[src/rtl/cdb_arbiter.sv]
// rtl/cdb_arbiter.sv - round-robin arbiter sharing one common data bus among ADD, MUL and LD stations
module cdb_arbiter #(
  parameter int DATA_W = 8,
  parameter int TAG_W  = 3
) (
  input  logic              clk,
  input  logic              reset_n,
  input  logic              ADD_Req,
  input  logic              MUL_Req,
  input  logic              LD_Req,
  input  logic [TAG_W-1:0]  ADD_Tag,
  input  logic [TAG_W-1:0]  MUL_Tag,
  input  logic [TAG_W-1:0]  LD_Tag,
  input  logic [DATA_W-1:0] ADD_Result,
  input  logic [DATA_W-1:0] MUL_Result,
  input  logic [DATA_W-1:0] LD_Result,
  output logic              ADD_Grant,
  output logic              MUL_Grant,
  output logic              LD_Grant,
  output logic              CDB_Valid,
  output logic [TAG_W-1:0]  CDB_Tag,
  output logic [DATA_W-1:0] CDB_Data,
  output logic              Tag_Err,
  output logic [7:0]        Bcast_Count
);

  // Identity of the most recently granted station; encoding 3 is never produced.
  typedef enum logic [1:0] {
    SRC_ADD = 2'd0,
    SRC_MUL = 2'd1,
    SRC_LD  = 2'd2
  } src_e;

  src_e              last_q, last_d, win;
  logic              win_valid;
  logic [2:0]        req_v, tag_nz, elig;
  logic [2:0]        grant_q, grant_d;
  logic              valid_q, valid_d;
  logic [TAG_W-1:0]  tag_q, tag_d;
  logic [DATA_W-1:0] data_q, data_d;
  logic              terr_q, terr_d;
  logic [7:0]        cnt_q, cnt_d;

  // Eligibility: requesting, carrying a real tag, and not sitting in its own grant cycle.
  always_comb begin
    req_v  = {LD_Req, MUL_Req, ADD_Req};
    tag_nz = {(LD_Tag != '0), (MUL_Tag != '0), (ADD_Tag != '0)};
    elig   = req_v & tag_nz & ~grant_q;
  end

  // Round-robin pick: search starts at the station after the last winner.
  always_comb begin
    win_valid = 1'b0;
    win       = SRC_ADD;
    case (last_q)
      SRC_ADD: begin
        if (elig[1])      begin win = SRC_MUL; win_valid = 1'b1; end
        else if (elig[2]) begin win = SRC_LD;  win_valid = 1'b1; end
        else if (elig[0]) begin win = SRC_ADD; win_valid = 1'b1; end
      end
      SRC_MUL: begin
        if (elig[2])      begin win = SRC_LD;  win_valid = 1'b1; end
        else if (elig[0]) begin win = SRC_ADD; win_valid = 1'b1; end
        else if (elig[1]) begin win = SRC_MUL; win_valid = 1'b1; end
      end
      default: begin
        if (elig[0])      begin win = SRC_ADD; win_valid = 1'b1; end
        else if (elig[1]) begin win = SRC_MUL; win_valid = 1'b1; end
        else if (elig[2]) begin win = SRC_LD;  win_valid = 1'b1; end
      end
    endcase
  end

  // Next broadcast, grants, pointer, counter and sticky tag-error flag.
  always_comb begin
    valid_d = 1'b0;
    tag_d   = '0;
    data_d  = '0;
    grant_d = 3'b000;
    last_d  = last_q;
    cnt_d   = cnt_q;
    terr_d  = terr_q | (|(req_v & ~tag_nz));
    if (win_valid) begin
      valid_d = 1'b1;
      last_d  = win;
      cnt_d   = cnt_q + 8'd1;
      case (win)
        SRC_ADD: begin tag_d = ADD_Tag; data_d = ADD_Result; grant_d = 3'b001; end
        SRC_MUL: begin tag_d = MUL_Tag; data_d = MUL_Result; grant_d = 3'b010; end
        default: begin tag_d = LD_Tag;  data_d = LD_Result;  grant_d = 3'b100; end
      endcase
    end
  end

  // State register; reset leaves LD as last winner so ADD has first priority.
  always_ff @(posedge clk) begin
    if (!reset_n) begin
      last_q  <= SRC_LD;
      valid_q <= 1'b0;
      tag_q   <= '0;
      data_q  <= '0;
      grant_q <= 3'b000;
      terr_q  <= 1'b0;
      cnt_q   <= 8'd0;
    end else begin
      last_q  <= last_d;
      valid_q <= valid_d;
      tag_q   <= tag_d;
      data_q  <= data_d;
      grant_q <= grant_d;
      terr_q  <= terr_d;
      cnt_q   <= cnt_d;
    end
  end

  assign ADD_Grant   = grant_q[0];
  assign MUL_Grant   = grant_q[1];
  assign LD_Grant    = grant_q[2];
  assign CDB_Valid   = valid_q;
  assign CDB_Tag     = tag_q;
  assign CDB_Data    = data_q;
  assign Tag_Err     = terr_q;
  assign Bcast_Count = cnt_q;

endmodule

[config.mk]
export PLATFORM = sky130hd
export DESIGN_NAME = cdb_arbiter
export DESIGN_NICKNAME = d
export VERILOG_FILES = /design/src/rtl/cdb_arbiter.sv
export SDC_FILE = /design/constraint.sdc
export NUM_CORES = 1
export LEC_CHECK = 0
export CORE_AREA = 2 2 59 61
export CTS_CLUSTER_DIAMETER = 50
export DETAILED_ROUTE_END_ITERATION = 10
export DIE_AREA = 0 0 61 63
export PLACE_DENSITY = 0.75
export REMOVE_ABC_BUFFERS = 1
export SYNTH_ARGS = -nofsm -noshare
export SYNTH_HDL_FRONTEND = slang
export SYNTH_SLANG_ARGS = --single-unit
[constraint.sdc]
create_clock -name clk -period 2.05 [get_ports clk]
set_input_delay 0.41 -clock clk [delete_from_list [all_inputs] [get_ports clk]]
set_output_delay 0.41 -clock clk [all_outputs]
set_load 0.02 [all_outputs]
* After elaboration in Yosys (flattened, before gate mapping)
Index checks and enable logic that the tools add are counted.
Storage, ports and cells: bits in registers 26, input bits 38, output and inout port bits 24, logic and storage cells 44
Cells by class: add/subtract/negate cells 1, eq/ne operators 2, muxes and demuxes 21, bitwise operators 6, reductions and logical operators 7
Operators with widths (number):
- $pmux 8 s2 | 1
- $mux 1 | 12
- $pmux 3 s2 | 2
- $and 3x3->3 | 3
- $reduce_bool 3->1 | 3
- $add 8x1->8 const B | 1
- $mux 2 | 4
- $not 3->3 | 2
- $eq 2x1->1 const B | 2
- $logic_not 2->1 | 2
- $pmux 2 s2 | 1
- $reduce_or 3->1 | 1
- $pmux 1 s2 | 1
- $reduce_and 2->1 | 1
- $or 1x1->1 | 1

* Depth between registers and ports, before layout
Gate-level depths: netlist (run 1).
word-level depth 9, depth in mapped cells 7, mapped depth without buffers 6

* Worst setup path after synthesis (run 1)
No wires, ideal clock.
path kind input to register, start input LD_Tag[1], end register cnt_q[7], in the netlist Bcast_Count[7], setup time 0.115 ns, arrival time 1.770 ns, required time 1.935 ns, slack 0.165 ns, stages 6, buffers on the path 1, cell sequence or3_1 a222oi_1 buf_4 nor3_1 xor2_1 and2_1
On the way: word-level cells in the longest chain between the ends 7, elaborated cells between the ends (all ways) 10, those cells by class 7 x mux; 2 x bitwise; 1 x reduce/logical
Ends and longest elaborated chain:
- from (decl) | line 13 | input logic [TAG_W-1:0] LD_Tag,
- $reduce_bool 3->1 (*) | line 47 | tag_nz = {(LD_Tag != '0), (MUL_Tag != '0), (ADD_Tag != '0)};
- $and 3x3->3 (*) (2 in a row) | line 48 | elig = req_v & tag_nz & ~grant_q;
- $mux 1 | line 69 | else if (elig[2]) begin win = SRC_LD; win_valid = 1'b1; end
- $mux 1 | line 68 | else if (elig[1]) begin win = SRC_MUL; win_valid = 1'b1; end
- $mux 1 | line 67 | if (elig[0]) begin win = SRC_ADD; win_valid = 1'b1; end
- $pmux 1 s2 (*) | line 55 | case (last_q)
- to (signal assigned) | line 112 | cnt_q <= cnt_d;
- to (decl) | line 42 | logic [7:0] cnt_q, cnt_d;
Mark *: on every way between the ends. The rest lies on a longest branch, timed or not. A chain may end at the register's enable or synchronous reset.

* Worst setup path after layout (run 1)
start input MUL_Tag[1], end register data_q[3], in the netlist CDB_Data[3]
On the way: word-level cells in the longest chain between the ends 9, elaborated cells between the ends (all ways) 20, those cells by class 1 x eq/ne; 14 x mux; 2 x bitwise; 3 x reduce/logical
Ends and longest elaborated chain:
- from (decl) | line 12 | input logic [TAG_W-1:0] MUL_Tag,
- $reduce_bool 3->1 (*) | line 47
- $and 3x3->3 (*) (2 in a row) | line 48
- $mux 1 | line 64 | else if (elig[1]) begin win = SRC_MUL; win_valid = 1'b1; end
- $mux 1 | line 63 | else if (elig[0]) begin win = SRC_ADD; win_valid = 1'b1; end
- $mux 2 | line 62 | if (elig[2]) begin win = SRC_LD; win_valid = 1'b1; end
- $pmux 2 s2 | line 55
- $eq 2x1->1 / $logic_not 2->1 (equally long branches) | line 87 | case (win)
- $pmux 8 s2 | line 87
- to (signal assigned) | line 109 | data_q <= data_d;
- to (decl) | line 40 | logic [DATA_W-1:0] data_q, data_d;
Marked as above.

==> reports/qor.yml, run 1 <==
pre_cts_ws_ns: -0.318
clk_pin_slew_worst_paths_ns: 0.15
die-width_um: 61
final_nets: 247
cts_tree: "done"
instances_no_fill: 253
start_util: 0.357
first_pass_iters: 4
p_int_mw: 0.903
vdd_drop_max_mv: 0.267
drive_above_1_share: 0.150
cts_hold_buf: 0
final_cell_mix: "clkdlybuf4s50_1, dfxtp_1, buf_4, a22oi_1, nand2_1"
seq_area_sq_um: 520
vias: 1282
synth_compound_area_frac: 0.221
wl_per_cell_um: 13.9
drtAntennaViolNets: 0
antenna_found_initial: 0
p_clk_frac: 0.215
core-area_sq_um: 3230
grt-ovfl-total: 0
dieArea_sq_um: 3840
fin_area_sq_um: 2000
end_kind: "register"
cts_root_buf: "clkbuf_4"
drtIter0Drc: 84
synth.avg_cell_area_sq_um: 9.07
timing.slew.headroom: 0.781
grt_pass1_wl_mm: 5.49
num_rows: 21
n_antenna_cell: 0
max_freq_ghz: 0.518
finClkSkew_ns: 0.0119
hold_path_class: "in2reg"
tightest_slew_ns: 0.326
place_area_sq_um: 1930
setup_tns_ns: 0
synthSimpleGateAreaFrac: 0.224
synth-seq-area-share: 0.452
htree_levels: 1
crit_type: "in2reg"
arrival_ns: 2.21
slew_violations: 0
grt_max_degree: 15
place_congestion: 0.822
port_buffers: 61
cellLeakagePower_nw: 0.793
seq_power_share: 0.452
grt_usage: 0.191
final_common_cell: "clkdlybuf4s50_1"
drt_wl_total_mm: 3.51
synthTopCellsByArea: "dfxtp_1, a22oi_1, o22ai_1"
synthAdderAreaFrac: 0.0109
p_comb_frac: 0.334
muxShareOfSynthArea: 0.00869
fin_crit_sh: 0.943
n_fill_cell: 288
die_y_um: 63
cap_violations: 0
power_density_nw_per_um2: 651
startpoint_type: "primary input"
synth.distinct_cells: 33
grt_pass1_vias: 1277
min_period_ns: 1.93
synth_top_area_share: 0.452
ys_warn_count: 0
hold_viol_final: 0
synth_seq_cells: 26
syn_to_final_growth_pct: 73.2
p_sw_frac: 0.305
clk_path_buf_depth: 2
place_hpwl_mm: 2.78
setup_slack_ns: 0.118
drcViolationCount: 0
synthCells: 127
numPlacedInstances: 247
cp.required_ns: 2.33
numCtsBuffers: 3
syn_area_sq_um: 1150
ios: 62
cts_num_sinks: 26
multi_input_area_sq_um: 587
avgViaCountPerCell: 5.07
rsz0062_at_grt: "no"
synth-xor-area-share: 0.0380
status: "completed"
yosys.area.top_type: "dfxtp_1"
synth_top_family_by_area: "simple AND/OR/NAND/NOR gates"
power_mw: 1.30
clk_latency_ns: 0.35
setup_viol_count_final: 0
p_switching_mw: 0.397
critPathMaxFanout: 9
==> power groups by stage <==
stage,logic [mW],registers (mW),clock network [mW]
after global placement,0.416,0.596,0
after global routing,0.463,0.594,0.313
after detailed placement,0.424,0.598,0
after floorplan,0.129,0.649,0
final,0.434,0.587,0.279
after CTS,0.427,0.587,0.277
==> worst paths after layout <==
kind | from | slack [ns] | to | cells after the start
setup / recovery | MUL_Tag[1] | 0.12 | CDB_Data[3]$_SDFF_PN0_ | 8
hold / removal | LD_Tag[0] | 0.52 | CDB_Tag[0]$_SDFF_PN0_ | 4
setup reg to reg | grant_q[1]$_SDFF_PN0_ | 0.37 | Bcast_Count[3]$_SDFFE_PN0P_ | 7
hold reg to reg | Bcast_Count[4]$_SDFFE_PN0P_ | 0.54 | Bcast_Count[4]$_SDFFE_PN0P_ | 2
==> worst max-delay path: stages <==
cell	delay, ns
clkdlybuf4s50_1	0.42
or3_4	0.40
buf_4	0.15
a22oi_1	0.20
o21a_1	0.21
buf_4	0.18
a22oi_1	0.08
o22ai_1	0.16
==> cell usage after synthesis <==
master	n
a21boi_0	1
a21boi_1	2
a21oi_1	2
a222oi_1	1
a22oi_1	13
a31oi_1	2
and2_1	9
buf_2	3
buf_4	1
buf_6	1
clkbuf_1	2
dfxtp_1	26
ha_1	1
inv_1	2
inv_2	1
mux2i_1	1
nand2_1	12
nand2b_1	3
nand3_1	3
nand4_1	2
nor2_1	2
nor2b_1	4
nor3_1	4
nor3b_1	2
o21a_1	2
o21ai_1	2
o22ai_1	11
o311ai_0	1
or2_2	1
or3_1	4
or3_4	1
xnor2_1	2
xor2_1	3
==> flip-flops by register name, indices dropped and copies added, names as in the netlist <==
name	flops
last_q	2
CDB_Tag	3
CDB_Data	8
Bcast_Count	8
Tag_Err	1
grant_q	3
CDB_Valid	1
==> what timing repair did <==
item,4_1_cts,5_1_grt
endpoints found under the hold margin,0,0
setup buffers,0,2
gates resized for setup,0,5
endpoints found under the setup margin,0,13
==> layer usage <==
layer / vias to the layer above / routed length, um / global-route usage
met4: 0 / 45 / 0.0652
met5: - / 0 / 0
met1: 594 / 1230 / 0.197
met3: 5 / 315 / 0.0518
li1: 623 / - / -
met2: 60 / 1920 / 0.353
==> through the flow <==
stage                     utilization  hold WS, ns
after global placement          0.597        0.500
after detailed placement        0.597        0.526
after global routing            0.617        0.540
after floorplan                     -        0.472
after CTS                       0.608        0.543
final                           0.617        0.521
==> cell families after synthesis <==
kind of cell               Yosys count
DFF                                 26
adders and majority gates            1
xor gates and xnor gates             5
buffers and inverters               10
muxes                                1
and+or+nand+nor                     47
AOI/OAI and AO/OA                   37
==> cell type report <==
type	count	share of cell area
clock buffers	4	0.0182
repair buffers	83	0.391
multi-input cells	91	0.294
well taps	46	0.0288
inverters	3	0.00690
flip-flops and latches	26	0.261
(Power assumes the default switching activity.)
==> run 2, diff against run 1 <==
CELL_PAD_IN_SITES_DETAIL_PLACEMENT = 2   (was not set)
CELL_PAD_IN_SITES_GLOBAL_PLACEMENT = 2   (was not set)
CORE_AREA = 2 2 78 80   (was 2 2 59 61)
DIE_AREA = 0 0 80 82   (was 0 0 61 63)
PLACE_DENSITY = 0.84   (was 0.75)
==> reports/qor.yml, run 2 (synthesis gave the netlist of run 1 again) <==
rrSetupSlack_ns: 0.49  # was 0.37 ns
avgViaCountPerCell: 4.60  # was 5.07
syn_to_final_growth_pct: 79.5  # was 73.2%
port_buffers: 61  # unchanged
crit_type: "in2reg"  # unchanged
vias: 1284  # was 1,282
die_y_um: 82  # was 63 um
drtAntennaViolNets: 0  # unchanged
grt_usage: 0.135  # was 0.191
place_congestion: 0.754  # was 0.822
r2r_cells: 6  # was 7
ios: 62  # unchanged
startpoint_type: "primary input"  # unchanged
final_nets: 244  # was 247
grt-ovfl-total: 0  # unchanged
clk_latency_ns: 0.27  # was 0.35 ns
hold_path_class: "in2reg"  # unchanged
grt_max_degree: 15  # unchanged
place_hpwl_mm: 3.44  # was 2.78 mm
setup_viol_count_final: 0  # unchanged
status: "completed"  # unchanged
clk_path_buf_depth: 2  # unchanged
min_period_ns: 1.92  # was 1.93 ns
top_usage_layer: "met2"  # unchanged
clk_pin_slew_worst_paths_ns: 0.10  # was 0.15 ns
drcViolationCount: 0  # unchanged
num_rows: 28  # was 21
r2r_end: "CDB_Tag[2]$_SDFF_PN0_"  # was Bcast_Count[3]$_SDFFE_PN0P_
cts_hold_buf: 0  # unchanged
use_met1: 0.153  # was 0.197
critPathMaxFanout: 7  # was 9
drt_wl_total_mm: 4.34  # was 3.51 mm
hold_viol_final: 0  # unchanged
start_util: 0.201  # was 0.357
cellLeakagePower_nw: 0.844  # was 0.793 nW
fin_area_sq_um: 2070  # was 2000 sq um
final_common_cell: "clkdlybuf4s50_1"  # unchanged
die-width_um: 80  # was 61 um
fin_crit_sh: 0.938  # was 0.943
core-area_sq_um: 5750  # was 3230 sq um
drtIter0Drc: 28  # was 84
place_area_sq_um: 1950  # was 1930 sq um
slew_violations: 0  # unchanged
dieArea_sq_um: 6560  # was 3840 sq um
setup_tns_ns: 0  # unchanged
first_pass_iters: 4  # unchanged
power_density_nw_per_um2: 669  # was 651 nW/um^2
cap_violations: 0  # unchanged
max_freq_ghz: 0.520  # was 0.518 GHz
wl_per_cell_um: 15.5  # was 13.9 um
grt_pass1_vias: 1423  # was 1,277
tightest_slew_ns: 0.398  # was 0.326 ns
critPathLaunch: "LD_Tag[0]"  # was MUL_Tag[1]
use_met2: 0.249  # was 0.353
drive_above_1_share: 0.157  # was 0.150
crit_path_end: "Bcast_Count[5]$_SDFFE_PN0P_"  # was CDB_Data[3]$_SDFF_PN0_
cp.required_ns: 2.23  # was 2.33 ns
pre_cts_ws_ns: -0.317  # was -0.318 ns
numCtsBuffers: 3  # unchanged
cts_tree: "done"  # unchanged
antenna_found_initial: 0  # unchanged
finClkSkew_ns: 0.00526  # was 0.0119 ns
n_fill_cell: 679  # was 288
rsz0062_at_grt: "no"  # unchanged
grt_pass1_wl_mm: 6.82  # was 5.49 mm
htree_levels: 1  # unchanged
timing.slew.headroom: 0.735  # was 0.781
post-route-util: 0.360  # was 0.617
numPlacedInstances: 274  # was 247
reg2reg_from: "grant_q[0]$_SDFF_PN0_"  # was grant_q[1]$_SDFF_PN0_
gr-usage-met3: 0.0451  # was 0.0518
cts_root_buf: "clkbuf_8"  # was clkbuf_4
vdd_drop_max_mv: 0.275  # was 0.267 mV
end_kind: "register"  # unchanged
cts_num_sinks: 26  # unchanged
arrival_ns: 2.10  # was 2.21 ns
setup_slack_ns: 0.127  # was 0.118 ns
n_antenna_cell: 0  # unchanged
final_cell_mix: "clkdlybuf4s50_1, dfxtp_1, buf_4, a22oi_1, nand2_1"  # unchanged
instances_no_fill: 279  # was 253
==> run 2: how the worst min path moves through the flow <==
stage,start,end,cells after the start
floorplan,reset_n,last_q[1]$_SDFFE_PN1P_,1
global route,ADD_Tag[0],CDB_Tag[0]$_SDFF_PN0_,3
finish,ADD_Tag[0],CDB_Tag[0]$_SDFF_PN0_,3
global placement,last_q[1]$_SDFFE_PN1P_,last_q[1]$_SDFFE_PN1P_,2
detailed placement,Bcast_Count[4]$_SDFFE_PN0P_,Bcast_Count[4]$_SDFFE_PN0P_,2
CTS,Bcast_Count[4]$_SDFFE_PN0P_,Bcast_Count[4]$_SDFFE_PN0P_,2
==> run 2: routing by layer <==
| metal | vias up | share of wire |
|---|---|---|
| li1 | 615 | - |
| met1 | 622 | 0.42 |
| met2 | 43 | 0.51 |
| met3 | 4 | 0.067 |
| met4 | 0 | 0.0055 |
| met5 | - | 0 |
==> run 2: critical path, cell delays in order <==
cell,delay [ns]
dlygate4sd2_1,0.26
or3_4,0.38
a222oi_1,0.44
buf_4,0.24
nor3b_1,0.07
xor2_1,0.14
and2_1,0.16
==> run 2: area by class of cell <==
cell class              instances  area (sq um)  share of cell area
repair buffers                 80           776               0.375
inverters                       3          11.3             0.00544
well taps                      75          93.8              0.0454
flip-flops and latches         26           520               0.252
clock buffers                   4          55.1              0.0266
multi-input cells              91           612               0.296
==> run 2: through the flow <==
step	power [mW]	hold slack, ns
after floorplan	0.778	0.472
after global placement	1.03	0.513
after detailed placement	1.05	0.530
after CTS	1.40	0.548
after global routing	1.46	0.499
final	1.38	0.483
==> run 2: what timing repair did <==
action,CTS,global route
resized for setup,5,13
endpoints found under the hold margin,0,0
setup endpoints to repair,5,22
buffers inserted,0,1
pin swaps,1,2
==> run 2: power by group <==
group | internal, mW | total, mW | switching (mW)
Clock | 0.172 | 0.343 | 0.171
Combinational | 0.242 | 0.453 | 0.211
Sequential | 0.554 | 0.588 | 0.0335
==> run 3, diff against run 2 <==
CORE_AREA = 2 2 86 72   (was 2 2 78 80)
DIE_AREA = 0 0 88 74   (was 0 0 80 82)
PLACE_DENSITY = 0.85   (was 0.84)
REMOVE_ABC_BUFFERS = not set   (was 1)
==> reports/qor.yml, run 3 (synthesis gave the netlist of run 1 again) <==
cp.required_ns: 2.23  # about the same
cap_violations: 0  # unchanged
avgViaCountPerCell: 4.51  # was 4.60
p_switching_mw: 0.433  # was 0.415 mW
final_cell_mix: "clkdlybuf4s50_1, dfxtp_1, buf_4, a22oi_1, nand2_1"  # unchanged
place_hpwl_mm: 3.49  # was 3.44 mm
n_antenna_cell: 0  # unchanged
p_clk_frac: 0.293  # was 0.248
n_fill_cell: 630  # was 679
rrSetupSlack_ns: 0.41  # was 0.49 ns
start_util: 0.204  # was 0.201
max_freq_ghz: 0.493  # was 0.520 GHz
drt_wl_total_mm: 4.64  # was 4.34 mm
slew_violations: 0  # unchanged
dieArea_sq_um: 6510  # was 6560 sq um
arrival_ns: 2.21  # was 2.10 ns
cts_root_buf: "clkbuf_8"  # unchanged
num_rows: 25  # was 28
grt_usage: 0.147  # was 0.135
cellLeakagePower_nw: 0.845  # was 0.844 nW
cts_num_sinks: 26  # unchanged
grt-ovfl-total: 0  # unchanged
timing.slew.headroom: 0.788  # was 0.735
syn_to_final_growth_pct: 84.9  # was 79.5%
fin_crit_sh: 0.989  # was 0.938
first_pass_iters: 4  # unchanged
seq_area_sq_um: 520  # unchanged
vdd_drop_max_mv: 0.242  # was 0.275 mV
hold_viol_final: 0  # unchanged
cts_tree: "done"  # unchanged
ios: 62  # unchanged
core-area_sq_um: 5660  # was 5750 sq um
grt_max_degree: 16  # was 15
vias: 1312  # was 1,284
crit_type: "in2reg"  # unchanged
drtIter0Drc: 50  # was 28
hold_path_class: "reg2reg"  # was in2reg
multi_input_area_sq_um: 607  # was 612 sq um
p_int_mw: 1.07  # was 0.968 mW
p_comb_frac: 0.316  # was 0.327
p_sw_frac: 0.288  # was 0.300
drcViolationCount: 0  # unchanged
seq_power_share: 0.391  # was 0.425
clk_path_buf_depth: 2  # unchanged
antenna_found_initial: 0  # unchanged
end_kind: "register"  # unchanged
status: "completed"  # unchanged
clk_latency_ns: 0.28  # was 0.27 ns
die_y_um: 74  # was 82 um
setup_viol_count_final: 0  # unchanged
grt_pass1_vias: 1499  # was 1,423
grt_pass1_wl_mm: 7.07  # was 6.82 mm
power_density_nw_per_um2: 707  # was 669 nW/um^2
drtAntennaViolNets: 0  # unchanged
tightest_slew_ns: 0.314  # was 0.398 ns
drive_above_1_share: 0.176  # was 0.157
final_common_cell: "clkdlybuf4s50_1"  # unchanged
htree_levels: 1  # unchanged
post-route-util: 0.376  # was 0.360
numCtsBuffers: 3  # unchanged
die-width_um: 88  # was 80 um
min_period_ns: 2.03  # was 1.92 ns
startpoint_type: "primary input"  # unchanged
clk_pin_slew_worst_paths_ns: 0.09  # was 0.10 ns
power_mw: 1.51  # was 1.38 mW
finClkSkew_ns: 0.00560  # was 0.00526 ns
port_buffers: 61  # unchanged
critPathMaxFanout: 5  # was 7
cts_hold_buf: 0  # unchanged
final_nets: 250  # was 244
place_congestion: 0.733  # was 0.754
wl_per_cell_um: 15.9  # was 15.5 um
synthesis.nets: 166
-- run 3: cell type report --
cell class,instances,area share
clock inverters,1,0.0141
inverters,3,0.00646
repair buffers,86,0.383
multi-input cells,91,0.285
clock buffers,3,0.0194
well taps,81,0.0476
flip-flops and latches,26,0.244
-- run 3: routing by layer --
| metal | GRT usage | vias to the layer above | wire length [um] |
|---|---|---|---|
| li1 | - | 627 | - |
| met1 | 0.130 | 627 | 1750 |
| met2 | 0.292 | 54 | 2380 |
| met3 | 0.0721 | 4 | 466 |
| met4 | 0.0410 | 0 | 43 |
| met5 | 0 | - | 0 |
-- run 3: per-stage QoR --
stage	worst slack [ns]	instances	cell area, sq um	hold slack (ns)	setup TNS [ns]
after global placement	-0.231	283	1980	0.502	-4.01
after detailed placement	-0.334	283	1980	0.542	-6.29
final	0.0226	291	2130	0.564	0
after global routing	-0.0382	291	2130	0.619	-0.221
after CTS	0.0100	290	2080	0.579	0
after floorplan	0.165	127	1150	0.484	0
-- run 3: worst paths after layout --
check,startpoint,endpoint,depth (start not counted)
min,Tag_Err$_SDFF_PN0_,Tag_Err$_SDFF_PN0_,2
max reg2reg,grant_q[2]$_SDFF_PN0_,Bcast_Count[3]$_SDFFE_PN0P_,7
max,MUL_Tag[1],Bcast_Count[7]$_SDFFE_PN0P_,8
min reg2reg,Tag_Err$_SDFF_PN0_,Tag_Err$_SDFF_PN0_,2
-- run 3: repair_timing --
item,in CTS,in global routing
buffers inserted,2,1
gates cloned,1,0
resized for setup,4,11
pin swaps,1,3
endpoints found under the setup margin,4,25
-- run 3: power groups by stage --
stage	sequential (mW)	clock (mW)	combinational, mW
floorplan	0.649	0	0.145
global placement	0.598	0	0.431
detailed placement	0.602	0	0.450
CTS	0.590	0.457	0.465
global route	0.596	0.479	0.514
finish	0.588	0.442	0.476
-- run 3: critical path, stage by stage --
cell             delay, ns
clkdlybuf4s50_1       0.43
or3_4                 0.39
a222oi_1              0.32
buf_4                 0.20
buf_6                 0.11
nor3_1                0.06
xor2_1                0.14
and2_1                0.16
